[src/rtl/xbus_pkg.sv]
// Shared constants for the external-bus master: FSM state encoding,
// wait-counter width and chip-select field helpers.
package xbus_pkg;

  // Bus-cycle sequencer states (registered encoding, 3 bits).
  localparam logic [2:0] IDLE   = 3'd0;
  localparam logic [2:0] ADDR   = 3'd1;
  localparam logic [2:0] SETUP  = 3'd2;
  localparam logic [2:0] STROBE = 3'd3;
  localparam logic [2:0] HOLD   = 3'd4;

  // Wait-state counter width; covers WAIT_CYC values 0..15.
  localparam int WAIT_CNT_W = 4;

  // Legal range of decoded top-address bits.
  localparam int CS_BITS_MIN = 1;
  localparam int CS_BITS_MAX = 4;

  // Number of chip-select lines produced from cs_bits address bits.
  function automatic int cs_lines(input int cs_bits);
    return 1 << cs_bits;
  endfunction

endpackage

[src/rtl/xbus_cs_decode.sv]
// Registered active-low chip-select decoder (CS_BITS in, 2**CS_BITS out).
// Successor of the board's discrete 3-to-8 decoder; all lines idle high.
module xbus_cs_decode
  import xbus_pkg::*;
#(
  parameter int CS_BITS = 3
) (
  input  logic                    clk,
  input  logic                    rst,
  input  logic                    en,
  input  logic [CS_BITS-1:0]      sel,
  output logic [(2**CS_BITS)-1:0] cs_n
);

  // One line low while enabled; all lines high otherwise or in reset.
  always_ff @(posedge clk) begin
    if (rst || !en) begin
      cs_n <= '1;
    end else begin
      cs_n      <= '1;
      cs_n[sel] <= 1'b0;
    end
  end

endmodule

[src/rtl/xbus_master.sv]
// External multiplexed address/data bus master sequencer.
// Runs one single-beat read or write per request: ADDR (ale), SETUP (cs,
// data drive or turnaround), STROBE (oe_n/we_n, WAIT_CYC+1 cycles), HOLD.
// All bus outputs are registered so the pins never glitch.
// Optional macro XBUS_READY_EN adds ext_ready, which stretches STROBE
// after the programmed wait states until the target signals ready.
//
// Request handshake: a request transfers on a rising edge where both
// req_valid and req_ready are high; req_ready is high only in IDLE and
// outside reset, and req_* are ignored at any other time. The response
// side has no back-pressure: rsp_valid is a single-cycle pulse.
module xbus_master
  import xbus_pkg::*;
#(
  parameter int ADDR_W   = 20,
  parameter int DATA_W   = 16,
  parameter int CS_BITS  = 3,
  parameter int WAIT_CYC = 2
) (
  input  logic                    clk,
  input  logic                    rst,
  input  logic                    req_valid,
  output logic                    req_ready,
  input  logic                    req_we,
  input  logic [ADDR_W-1:0]       req_addr,
  input  logic [DATA_W-1:0]       req_wdata,
  output logic                    rsp_valid,
  output logic [DATA_W-1:0]       rsp_rdata,
  output logic [ADDR_W-1:0]       bus_ad_o,
  output logic                    bus_ad_oe,
  input  logic [DATA_W-1:0]       bus_ad_i,
  output logic                    ale,
  output logic                    oe_n,
  output logic                    we_n,
  output logic [(2**CS_BITS)-1:0] cs_n,
`ifdef XBUS_READY_EN
  input  logic                    ext_ready,
`endif
  output logic [2:0]              state_dbg
);

  logic [2:0]            state;
  logic [2:0]            next_state;
  logic [WAIT_CNT_W-1:0] wait_cnt;
  logic [CS_BITS-1:0]    cs_sel_q;
  logic                  we_q;
  logic [DATA_W-1:0]     wdata_q;
  logic                  strobe_done;
  logic                  cs_en;

  assign req_ready = (state == IDLE) && !rst;
  assign state_dbg = state;

  // STROBE ends once the wait states are spent (and the target is ready).
`ifdef XBUS_READY_EN
  assign strobe_done = (wait_cnt == '0) && ext_ready;
`else
  assign strobe_done = (wait_cnt == '0);
`endif

  // Next-state sequencing of the bus cycle.
  always_comb begin
    next_state = state;
    case (state)
      IDLE:    if (req_valid) next_state = ADDR;
      ADDR:    next_state = SETUP;
      SETUP:   next_state = STROBE;
      STROBE:  if (strobe_done) next_state = HOLD;
      HOLD:    next_state = IDLE;
      default: next_state = IDLE;
    endcase
  end

  // Chip select is registered in the decoder, so enable it from the state
  // being entered: low from SETUP through HOLD.
  assign cs_en = !rst && ((next_state == SETUP) || (next_state == STROBE) ||
                          (next_state == HOLD));

  xbus_cs_decode #(
    .CS_BITS(CS_BITS)
  ) u_cs_decode (
    .clk (clk),
    .rst (rst),
    .en  (cs_en),
    .sel (cs_sel_q),
    .cs_n(cs_n)
  );

  // State register, request latch and registered bus strobes/data.
  always_ff @(posedge clk) begin
    if (rst) begin
      state     <= IDLE;
      wait_cnt  <= '0;
      cs_sel_q  <= '0;
      we_q      <= 1'b0;
      wdata_q   <= '0;
      rsp_valid <= 1'b0;
      rsp_rdata <= '0;
      bus_ad_o  <= '0;
      bus_ad_oe <= 1'b0;
      ale       <= 1'b0;
      oe_n      <= 1'b1;
      we_n      <= 1'b1;
    end else begin
      state     <= next_state;
      rsp_valid <= 1'b0;
      case (state)
        IDLE: begin
          if (req_valid) begin
            cs_sel_q  <= req_addr[ADDR_W-1 -: CS_BITS];
            we_q      <= req_we;
            wdata_q   <= req_wdata;
            ale       <= 1'b1;
            bus_ad_o  <= req_addr;
            bus_ad_oe <= 1'b1;
          end
        end
        ADDR: begin
          ale <= 1'b0;
          if (we_q) begin
            bus_ad_o[DATA_W-1:0] <= wdata_q;
            bus_ad_oe            <= 1'b1;
          end else begin
            // Release the data pins so the target can drive them.
            bus_ad_oe <= 1'b0;
          end
        end
        SETUP: begin
          wait_cnt <= WAIT_CNT_W'(WAIT_CYC);
          oe_n     <= we_q;
          we_n     <= !we_q;
        end
        STROBE: begin
          if (strobe_done) begin
            oe_n      <= 1'b1;
            we_n      <= 1'b1;
            rsp_valid <= 1'b1;
            if (!we_q) rsp_rdata <= bus_ad_i;
          end else if (wait_cnt != '0) begin
            wait_cnt <= wait_cnt - 1'b1;
          end
        end
        HOLD: begin
          bus_ad_oe <= 1'b0;
        end
        default: begin
        end
      endcase
    end
  end

endmodule

[config.mk]
export PLATFORM = sky130hd
export DESIGN_NAME = xbus_master
export DESIGN_NICKNAME = d
export VERILOG_FILES = /design/src/rtl/xbus_pkg.sv /design/src/rtl/xbus_cs_decode.sv /design/src/rtl/xbus_master.sv
export SDC_FILE = /design/constraint.sdc
export NUM_CORES = 1
export LEC_CHECK = 0
export BUFFER_PORTS_ARGS = -buffer_cell sky130_fd_sc_hd__buf_4
export CORE_MARGIN = 5
export CORE_UTILIZATION = 30
export DETAILED_ROUTE_END_ITERATION = 12
export PLACE_DENSITY = 0.57
export SYNTH_ARGS = -nofsm -noshare
export SYNTH_HDL_FRONTEND = slang
export SYNTH_SLANG_ARGS = --single-unit
[constraint.sdc]
create_clock -name clk -period 2 [get_ports clk]
set_input_delay 0.1 -clock clk [delete_from_list [all_inputs] [get_ports clk]]
set_output_delay 0.1 -clock clk [all_outputs]
set_load 0.1 [all_outputs]
# [Yosys cells after proc, flatten, opt, wreduce, memory -nomap -nowiden]
# Index checks and enable logic that the tools add are counted.
# Widths: inputs -> output; s select.
[totals] ff_bits=76 latchBits=0 ram_bits=0 rom_bits=0 out_inout_bits=53 word_cells=74 memories=0
[classes] n_addsub=1 mul=0 div_mod_pow=0 order_cmp=2 n_eq_ne=12 n_shift=0 mux=19 bitwise_logic=3 n_reduce_logical=23
[ops] cell="$mux 16" count=2
[ops] cell="$pmux 16 s2" count=1
[ops] cell="$eq 3x2->1 const B" count=4
[ops] cell="$pmux 3 s4" count=1
[ops] cell="$ne 2x2->1 const B" count=5
[ops] cell="$reduce_and 3->1" count=3
[ops] cell="$mux 4" count=2
[ops] cell="$not 8->8" count=1
[ops] cell="$pmux 4 s2" count=1
[ops] cell="$reduce_and 2->1" count=4
[ops] cell="$eq 3x3->1 const B" count=2
[ops] cell="$mux 3" count=2
[ops] cell="$pmux 1 s2" count=3
[ops] cell="$mux 1" count=5
[ops] cell="$logic_not 4->1" count=1
[ops] cell="$lt 3x4->1 const B" count=1
[ops] cell="$reduce_bool 2->1" count=2
[ops] cell="$reduce_bool 4->1" count=1
[ops] cell="$sub 4x1->4 const B" count=1
[ops] cell="$demux 1 s3" count=1
[ops] cell="$eq 3x1->1 const B" count=1
[ops] cell="$ge 3x1->1 const B" count=1
[ops] cell="$logic_and 1x1->1" count=3
[ops] cell="$logic_not 1->1" count=3
[ops] cell="6 further kinds" count=9

# [Longest topological paths before layout]
# Gate-level depths: netlist of run 1.
[logic_depth] depth_word=9 depth_mapped=7 ltp_nobuf=5

# [Cells and area by module]
# Synthesis of run 1 repeated with hierarchy kept, for this count alone.
[hier_totals] hier_cells=344 area_unflattened_um2=3074.2
[by_module_without_submodules] module="xbus_master" n_inst=1 cells_each=323 area_each_um2=2844.0
[by_module_without_submodules] module="xbus_cs_decode" n_inst=1 cells_each=21 area_each_um2=230.2

# [Worst setup path before layout of run 1]
# OpenSTA, ideal clock, no wires.
[synth_timing] path_kind="flip-flop to output port" from="register state[0], in the netlist state_dbg[0]" to="output req_ready" arrival_ps=4193 required_time_ps=1900 slack_ps=-2293 stages_incl_launch_ff=4 cell_sequence="dfxtp_1 > buf_2 > buf_1 > nor4_1"
[synth_via] elab_chain_len=2
[synth_lines] item="start: declaration" line_no="xbus_master.sv:42" source="logic [2:0] state;"
[synth_lines] item="start signal: assignment" line_no="xbus_master.sv:105" source="state <= next_state;"
[synth_lines] item="$logic_not 3->1" line_no="xbus_master.sv:51" source="assign req_ready = (state == IDLE) && !rst;"
[synth_lines] item="$logic_and 1x1->1" line_no="xbus_master.sv:51"
[synth_lines] item="end: declaration" line_no="xbus_master.sv:23" source="output logic req_ready,"
# No other way between the ends.

# [Worst setup path after layout of run 1]
[layout_timing] from="register wait_cnt[0]" to="register rsp_rdata[11]"
[layout_via] elab_chain_len=2
[layout_lines] item="start: declaration" line_no="xbus_master.sv:44" source="logic [WAIT_CNT_W-1:0] wait_cnt;"
[layout_lines] item="start signal: assignment" line_no="xbus_master.sv:129" source="wait_cnt <= WAIT_CNT_W'(WAIT_CYC);"
[layout_lines] item="start signal: assignment" line_no="xbus_master.sv:140" source="wait_cnt <= wait_cnt - 1'b1;"
[layout_lines] item="$logic_not 4->1" line_no="xbus_master.sv:58" source="assign strobe_done = (wait_cnt == '0);"
[layout_lines] item="$reduce_and 3->1 (no line)"
[layout_lines] item="end signal: assignment" line_no="xbus_master.sv:138" source="if (!we_q) rsp_rdata <= bus_ad_i;"
[layout_lines] item="end: declaration" line_no="xbus_master.sv:28" source="output logic [DATA_W-1:0] rsp_rdata,"
# No other way between the ends.
# A chain may end at the register's enable or synchronous reset.

==> results of run 1 <==
synthesized netlist by cell type (2+ instances only):
| cell type | n |
|---|---|
| buf_2 | 6 |
| and2_1 | 2 |
| mux2i_1 | 32 |
| inv_1 | 3 |
| nor2_1 | 3 |
| ha_1 | 2 |
| a21oi_1 | 42 |
| nor4b_1 | 2 |
| dfxtp_1 | 73 |
| dlymetal6s2s_1 | 2 |
| nand2_1 | 80 |
| nand2b_1 | 2 |
| nor4_1 | 3 |
| clkbuf_1 | 13 |
| nor3_1 | 3 |
| nand3_1 | 2 |
| a211oi_1 | 21 |
| nor2b_1 | 3 |
| o21ai_0 | 3 |
| nor3b_1 | 3 |
registers in the layout, indices dropped and copies added (netlist names):
signal	cells
wait_cnt	4
bus_ad_oe	1
bus_ad_o	20
rsp_rdata	16
we_n	1
u_cs_decode.cs_n	8
oe_n	1
state_dbg	3
wdata_q	16
rsp_valid	1
we_q	1
ale	1
metrics by stage:
stage,power [uW],std cells,utilization (%),setup WS (ns),hold slack (ns)
final,4320,584,44.9,0.216,0.0201
after global routing,4540,584,44.9,0.0720,0.00162
after CTS,4390,583,44.8,0.201,0.000130
after detailed placement,2950,548,40.3,0.226,0.355
after global placement,2940,548,40.3,0.317,0.349
after floorplan,2620,320,-,-0.247,0.236
metal layers:
layer / GRT usage, % / routed length, um
met1: 17.4 / 3560
met2: 22.0 / 3620
met3: 4.62 / 596
met4: 3.25 / 113
met5: 0 / 0
power by group:
part	switching (uW)	total, uW	internal (uW)
sequential	92.4	1660	1570
clock	551	1390	836
combinational	904	1280	375
worst max-delay path, cell delays in order, from the launching register on:
cell     delay (ns)
dfxtp_1        0.35
inv_1          0.10
ha_1           0.15
or3b_1         0.48
nor3_4         0.24
buf_12         0.19
mux2i_1        0.19
cell families after synthesis:
logic type | count (synthesis)
flip-flops | 73
AO/OA/AOI/OAI | 72
buffers and inverters | 28
multiplexers | 33
adder cells (fa/ha/maj) | 2
AND/OR/NAND/NOR | 112
worst max-delay path by stage:
| stage | from | end | slack, ns | depth (start not counted) |
|---|---|---|---|---|
| after floorplan | state_dbg[0] | req_ready | -0.25 | 3 |
| after global placement | wait_cnt[0] | rsp_rdata[7] | 0.32 | 6 |
| after detailed placement | wait_cnt[0] | rsp_rdata[0] | 0.23 | 6 |
| after CTS | wait_cnt[0] | rsp_rdata[11] | 0.20 | 6 |
| after global routing | wait_cnt[0] | rsp_rdata[7] | 0.07 | 6 |
| final | wait_cnt[0] | rsp_rdata[11] | 0.22 | 6 |
cell type report:
| class | instances | area share (%) |
|---|---|---|
| Tap cell | 133 | 3.85 |
| Multi-Input combinational cell | 219 | 30.8 |
| Clock inverter | 6 | 2.66 |
| Timing Repair Buffer | 139 | 25.6 |
| Inverter | 4 | 0.347 |
| Clock buffer | 10 | 2.95 |
| Sequential cell | 73 | 33.9 |
==> run_results.csv, run 1 <==
group,metric,value,unit
yosys,synth_edf_count,0,
timing,hold_viol_final,0,
die,start_util,30.4,%
timing,maxSlewHeadroom,57.5,%
timing,fin_crit_sh,89.2,%
yosys,yosys.area_share.simple,17.8,%
placement,hpwl,5690,um
min_path,hold_end,"rsp_rdata[2]",
worst_setup_path,cp.required,2.26,ns
final_layout,design_area,4330,um^2
yosys,syn_inst,320,
routing,final_antenna_net_count,0,
run_status,outcome,"complete, no violations",
final_layout,fin_nets,504,
yosys,synth-async-reset-ratio,0,%
final_layout,syn2layout_area_growth,47.9,%
placement,io_buffers,108,
timing,drv_slew,0,
clocking,post_cts_buffers,0,
die,dieArea,11800,um^2
worst_setup_path,r2r-end,"rsp_rdata[11]",
final_layout,layout_common_cells,"buf_4, nand2_1, dfxtp_1",
worst_setup_path,crit_type,"reg2reg",
yosys,synthXorXnorAreaFrac,0,%
yosys,synth-seq-cells,73,
die,boundaryPins,109,
global_routing,grt_pass1_wl,12700,um
clocking,path_clk_slew,0.09,ns
yosys,ys_warn_count,0,
final_layout,multi_input_area,1330,um^2
routing,dr.pass1.iters,4,
clocking,ctsRootBufferMaster,"clkbuf_8",
timing,fin_skew,0.0127,ns
die,die_h,109,um
worst_setup_path,crit_path_start_kind,"flip-flop",
die,core-area,9640,um^2
min_path,holdPathStages,3,
clocking,clock_path_buffers,2,
clocking,cts.sinks,73,
yosys,synth_largest_area_cell,"dfxtp_1",
timing,timing.fmax,561,MHz
yosys,synth.distinct_cells,40,
yosys,syn-num-nets,378,
die,fp.dieW,109,um
min_path,min_path_type,"in2reg",
routing,drc_errors,0,
worst_setup_path,worst-r2r-cell-count,6,
job,max-cap-violations,0,
yosys,synthAdderAreaFrac,0.855,%
yosys,synthMuxAreaShare,11.3,%
worst_setup_path,reg2reg_from,"wait_cnt[0]",
min_path,worstHoldStart,"bus_ad_i[2]",
yosys,ys_top_cells_by_area,"dfxtp_1, mux2i_1, nand2_1",
clocking,cts_htree_levels,3,
yosys,ys.flop_type,"dfxtp_1",
global_routing,antenna_found_initial,0,
placement,gp_congestion,0.724,
final_layout,layout_commonest_cell,"buf_4",
worst_setup_path,critPathCaptureType,"flip-flop",
timing,setup_tns,0,ns
yosys,synth_top_family_by_area,"simple AND/OR/NAND/NOR gates",
clocking,cts_tree,"built",
pwr,powerDensity,999,nW/um^2
final_layout,fill_cells,959,
global_routing,gr-usage-all-layers,13.6,%
worst_setup_path,cp_max_fo,16,
pwr,vdd_drop_max,437,uV
clocking,cts_made_buffers,9,
pwr,power.leakage,0.00177,uW
final_layout,seq_area,1470,um^2
yosys,synth-compound-area-share,14.8,%
final_layout,drive_gt1_share,31.9,%
global_routing,grt_max_degree,35,
routing,drt_iter0_markers,117,
final_layout,diodes,0,
worst_setup_path,arrival,2.05,ns
global_routing,grt_pass1_vias,2589,
yosys,synth_area,2930,um^2
yosys,synth_top_area_share,49.9,%
yosys,yosysSeqAreaShare,49.9,%
yosys,avgSynthCellArea,9.15,um^2
clocking,ctsResizeCount,0,
worst_setup_path,reg2reg_slack,0.22,ns
die,fp-row-count,36,
timing,finalSetupViolations,0,
routing,viasPerCell,4.58,
global_routing,grt.overflow.total,0,
routing,vias,2672,
routing,wl_per_cell,13.5,um
timing,min_period,1.78,ns
placement,postPlaceCellArea,3880,um^2
clocking,insertion_delay,0.34,ns
timing,rsz0062_at_grt,"false",
routing,wirelength,7890,um
timing,worst_pin_slew,0.635,ns
clocking,hold_buffers,19,
Power figures use the tool's default switching activity.
==> inputs of run 2 (changes only) <==
--- a/config.mk
+++ b/config.mk
@@ -12,2 +12,3 @@
 export PLACE_DENSITY = 0.57
+export SKIP_LAST_GASP = 1
 export SYNTH_ARGS = -nofsm -noshare
==> constraint.sdc (replaced) <==
create_clock -name clk -period 2 [get_ports clk]
set_input_delay 0.3 -clock clk [delete_from_list [all_inputs] [get_ports clk]]
set_output_delay 0.3 -clock clk [all_outputs]
set_load 0.1 [all_outputs]
==> run_results.csv, run 2 (synthesis results as in run 1) <==
group,metric,value,unit
routing,wl_per_cell,13.7,um
worst_setup_path,crit_chain,"inv_1 -> ha_1 -> or3b_1 -> nor3_4 -> buf_12 -> mux2i_1",
placement,gp_congestion,0.736,
clocking,ctsRootBufferMaster,"clkbuf_8",
clocking,hold_buffers,0,
timing,fin_ws,0.236,ns
timing,setup_tns,0,ns
clocking,clock_path_buffers,2,
global_routing,antenna_found_initial,0,
worst_setup_path,crit_slowest_cell,"or3b_1",
worst_setup_path,crit_type,"reg2reg",
pwr,vdd_drop_max,479,uV
routing,vias,2576,
clocking,post_cts_buffers,0,
routing,drt_iter0_markers,78,
clocking,cts_tree,"built",
routing,wl_met3,830,um
routing,final_antenna_net_count,0,
placement,io_buffers,108,
worst_setup_path,cp.required,2.27,ns
global_routing,grt_pass1_vias,2446,
clocking,cts.sinks,73,
placement,dp_slack,0.238,ns
die,dieArea,11800,um^2
final_layout,multi_input_area,1330,um^2
clocking,insertion_delay,0.34,ns
worst_setup_path,reg2reg_from,"wait_cnt[0]",
worst_setup_path,critPathCaptureType,"flip-flop",
timing,maxSlewHeadroom,61.2,%
worst_setup_path,reg2reg_slack,0.24,ns
die,start_util,30.4,%
final_layout,reg_top3,"bus_ad_o x20, rsp_rdata x16, wdata_q x16",
final_layout,syn2layout_area_growth,41.3,%
worst_setup_path,r2r-end,"rsp_rdata[0]",
final_layout,seq_area,1470,um^2
routing,routed-wl-met2,3270,um
min_path,holdPathStages,3,
worst_setup_path,cpPeakStageDelay,0.50,ns
final_layout,diodes,0,
global_routing,gr-usage-all-layers,12.9,%
timing,drv_slew,0,
die,boundaryPins,109,
job,max-cap-violations,0,
worst_setup_path,cp_max_fo,16,
global_routing,grt.overflow.total,0,
global_routing,grt_pass1_wl,11900,um
global_routing,grt_max_degree,42,
clocking,ctsResizeCount,0,
final_layout,drive_gt1_share,34.1,%
worst_setup_path,arrival,2.04,ns
timing,finalSetupViolations,0,
timing,min_period,1.76,ns
timing,fin_skew,0.00448,ns
timing,worst_pin_slew,0.581,ns
worst_setup_path,crit_path_start_kind,"flip-flop",
timing,hold_viol_final,0,
die,core-area,9640,um^2
routing,wirelength,7770,um
min_path,min_path_type,"in2reg",
final_layout,layout_common_cells,"buf_4, nand2_1, dfxtp_1",
timing,timing.fmax,567,MHz
routing,drc_errors,0,
pwr,powerDensity,1010,nW/um^2
final_layout,fin_nets,487,
final_layout,largest_reg_flops,20,
final_layout,fill_cells,1014,
timing,holdWs,0.202,ns
pwr,power.leakage,0.00170,uW
clocking,cts_made_buffers,9,
final_layout,layout_commonest_cell,"buf_4",
die,die_h,109,um
min_path,hold_end,"wdata_q[6]",
final_layout,final_util,42.9,%
routing,dr.max_layer_used,"met4",
worst_setup_path,worst-r2r-cell-count,6,
min_path,worstHoldStart,"req_wdata[6]",
die,fp-row-count,36,
placement,hpwl,5720,um
run_status,outcome,"complete, no violations",
routing,wl_met1,3580,um
die,fp.dieW,109,um
final_layout,regMostFlops,"bus_ad_o",
routing,dr.pass1.iters,4,
clocking,cts_htree_levels,3,
routing,viasPerCell,4.54,
timing,fin_crit_sh,88.2,%
clocking,path_clk_slew,0.07,ns
timing,rsz0062_at_grt,"false",
[run 2: changes by cell type in the layout (fill, tap and decap cells not counted), moves of 2 or more]
cell	before	now
clkbuf_8	9	11
dfxtp_4	0	2
buf_4	118	121
dlygate4sd3_1	20	0
clkinv_2	0	2
bufinv_16	3	1
dfxtp_2	3	1
[run 2: per-layer routing]
metal	global-route usage, %	up-vias
li1	-	1325
met2	19.3	102
met3	5.62	8
met4	4.33	0
met1	16.6	1141
met5	0	-
[run 2: where the power goes]
group | internal, uW | switching (uW)
Sequential | 1570 | 99.5
Clock | 717 | 532
Combinational | 358 | 890
Total | 2640 | 1520
[run 2: stage by stage]
stage,power (uW),cell area (um^2),instances
6_report,4160,4140,567
5_1_grt,4370,4140,567
4_1_cts,4230,4140,567
3_5_place_dp,2960,3910,551
3_3_place_gp,2950,3910,551
2_1_floorplan,2630,2970,320
[run 2: cell type report]
cell class                 instances  share of cell area, %
multi-input combinational        219                   32.2
timing repair buffer             122                   22.5
tap                              133                   4.02
clock buffer                      12                   4.27
sequential                        73                   35.6
clock inverter                     4                   1.12
inverter                           4                  0.363
[run 2: worst max-delay path by stage]
stage / start / to / slack [ns] / depth (start not counted)
after floorplan: state_dbg[0] / req_ready / -0.14 / 3
after global placement: wait_cnt[0] / rsp_rdata[11] / 0.32 / 6
after detailed placement: wait_cnt[0] / rsp_rdata[3] / 0.24 / 6
after CTS: wait_cnt[0] / rsp_rdata[0] / 0.22 / 6
after global routing: wait_cnt[0] / rsp_rdata[14] / 0.11 / 6
final: wait_cnt[0] / rsp_rdata[0] / 0.24 / 6
[run 2: critical path, delay by kind of cell (launching register included)]
| kind | cells | cell delay (ns) |
|---|---|---|
| adders and majority gates | 1 | 0.15 |
| buffers and inverters | 2 | 0.27 |
| DFF | 1 | 0.34 |
| muxes | 1 | 0.19 |
| and+or+nand+nor | 2 | 0.74 |
==> inputs of run 3 (changes only) <==
Settings changed: CORE_UTILIZATION 30 to 45, PLACE_DENSITY 0.57 to 0.78, RECOVER_POWER from default to 100.
==> run_results.csv, run 3 (synthesis results as in run 1) <==
group,metric,value,unit
run_status,outcome,"complete, no violations",
placement,hpwl,5330,um
timing,fin_skew,0.0117,ns
die,fp-row-count,29,
worst_setup_path,crit_path_start_kind,"flip-flop",
final_layout,diodes,0,
clocking,path_clk_slew,0.08,ns
clocking,cts_tree,"built",
pwr,switchingPower,1530,uW
routing,final_antenna_net_count,0,
worst_setup_path,critPathCaptureType,"primary output",
global_routing,grt_pass1_vias,2536,
routing,wirelength,7390,um
timing,rsz0062_at_grt,"false",
pwr,pwr-share-clk,28.1,%
worst_setup_path,cp_max_fo,19,
die,fp.dieW,90.6,um
clocking,post_cts_buffers,0,
clocking,ctsResizeCount,0,
timing,finalSetupViolations,0,
final_layout,regMostFlops,"bus_ad_o",
die,dieArea,8220,um^2
final_layout,syn2layout_area_growth,31.8,%
routing,dr.pass1.iters,4,
clocking,ctsRootBufferMaster,"clkbuf_8",
pwr,powerDensity,1030,nW/um^2
die,start_util,46.1,%
worst_setup_path,crit_type,"reg2out",
routing,drt_iter0_markers,107,
pwr,vdd_drop_max,595,uV
job,max-cap-violations,0,
global_routing,grt_pass1_wl,12100,um
clocking,cts_htree_levels,3,
routing,viasPerCell,5.14,
timing,holdWs,0.196,ns
final_layout,largest_reg_flops,20,
pwr,p_int,2430,uW
final_layout,reg_top3,"bus_ad_o x20, rsp_rdata x16, wdata_q x16",
global_routing,grt_max_degree,28,
global_routing,gr-usage-all-layers,18.1,%
clocking,insertion_delay,0.35,ns
die,die_h,90.6,um
final_layout,design_area,3860,um^2
clocking,clock_path_buffers,2,
global_routing,grt.overflow.total,0,
timing,worst_pin_slew,0.739,ns
timing,hold_viol_final,0,
routing,drc_errors,0,
min_path,min_path_type,"in2reg",
final_layout,fin_nets,483,
placement,io_buffers,108,
routing,vias,2605,
worst_setup_path,arrival,1.54,ns
timing,min_period,1.84,ns
worst_setup_path,cp.required,1.70,ns
clocking,cts_made_buffers,9,
final_layout,drive_gt1_share,32.3,%
final_layout,layout_common_cells,"nand2_1, dfxtp_1, buf_4",
pwr,power_frac_seq,41.9,%
global_routing,antenna_found_initial,0,
final_layout,layout_commonest_cell,"nand2_1",
pwr,netSwitchingFraction,38.6,%
final_layout,fill_cells,585,
placement,postPlaceCellArea,3810,um^2
routing,wl_per_cell,14.6,um
clocking,hold_buffers,0,
timing,fin_crit_sh,92.0,%
die,boundaryPins,109,
pwr,power.leakage,0.00160,uW
clocking,cts.sinks,73,
timing,fin_ws,0.161,ns
timing,drv_slew,0,
die,core-area,6350,um^2
pwr,p_comb_share,29.9,%
timing,timing.fmax,544,MHz
placement,dp_slack,0.237,ns
timing,maxSlewHeadroom,50.7,%
placement,gp_congestion,0.751,
[run 3: layout make-up]
cell class	count	area, um^2	area share [%]
flip-flops and latches	73	1470	38.1
multi-input cells	219	1330	34.5
well taps	77	96.3	2.50
inverters	4	15.0	0.389
clock inverters	5	57.6	1.49
repair buffers	118	754	19.6
clock buffers	11	131	3.41
[run 3: power by group through the flow]
stage / logic, uW / registers (uW) / clock network, uW
floorplan: 409 / 2220 / 0
finish: 1190 / 1660 / 1110
global placement: 1230 / 1690 / 0
detailed placement: 1250 / 1690 / 0
global route: 1260 / 1670 / 1210
CTS: 1250 / 1660 / 1140
[run 3: final timing paths]
kind | start | cells after the start | endpoint | slack [ns]
min reg2reg | wdata_q[12] | 2 | wdata_q[12] | 0.45
min | req_wdata[7] | 3 | wdata_q[7] | 0.20
max | state_dbg[0] | 2 | req_ready | 0.16
max reg2reg | state_dbg[0] | 3 | bus_ad_o[5] | 0.21
[run 3: routing by layer]
layer | track usage (%) | routed length (um) | vias to the layer above | share of wire (%)
li1 | - | - | 1322 | -
met1 | 21.6 | 3140 | 1188 | 42
met2 | 29.1 | 3430 | 88 | 46
met3 | 7.67 | 742 | 7 | 10
met4 | 6.33 | 80 | 0 | 1.1
met5 | 0 | 0 | - | 0
[run 3: stage by stage]
stage / power, uW / utilization [%] / std cells / setup TNS [ns]
finish: 3960 / 60.7 / 507 / 0
global route: 4140 / 60.7 / 507 / 0
CTS: 4050 / 63.0 / 507 / 0
detailed placement: 2940 / 60.0 / 491 / 0
global placement: 2920 / 60.0 / 491 / 0
floorplan: 2630 / - / 320 / -0.140
[run 3: critical path, cell delays in order (launching register included)]
cell,delay [ns]
dfxtp_4,0.43
nor4_4,0.25
clkbuf_2,0.50
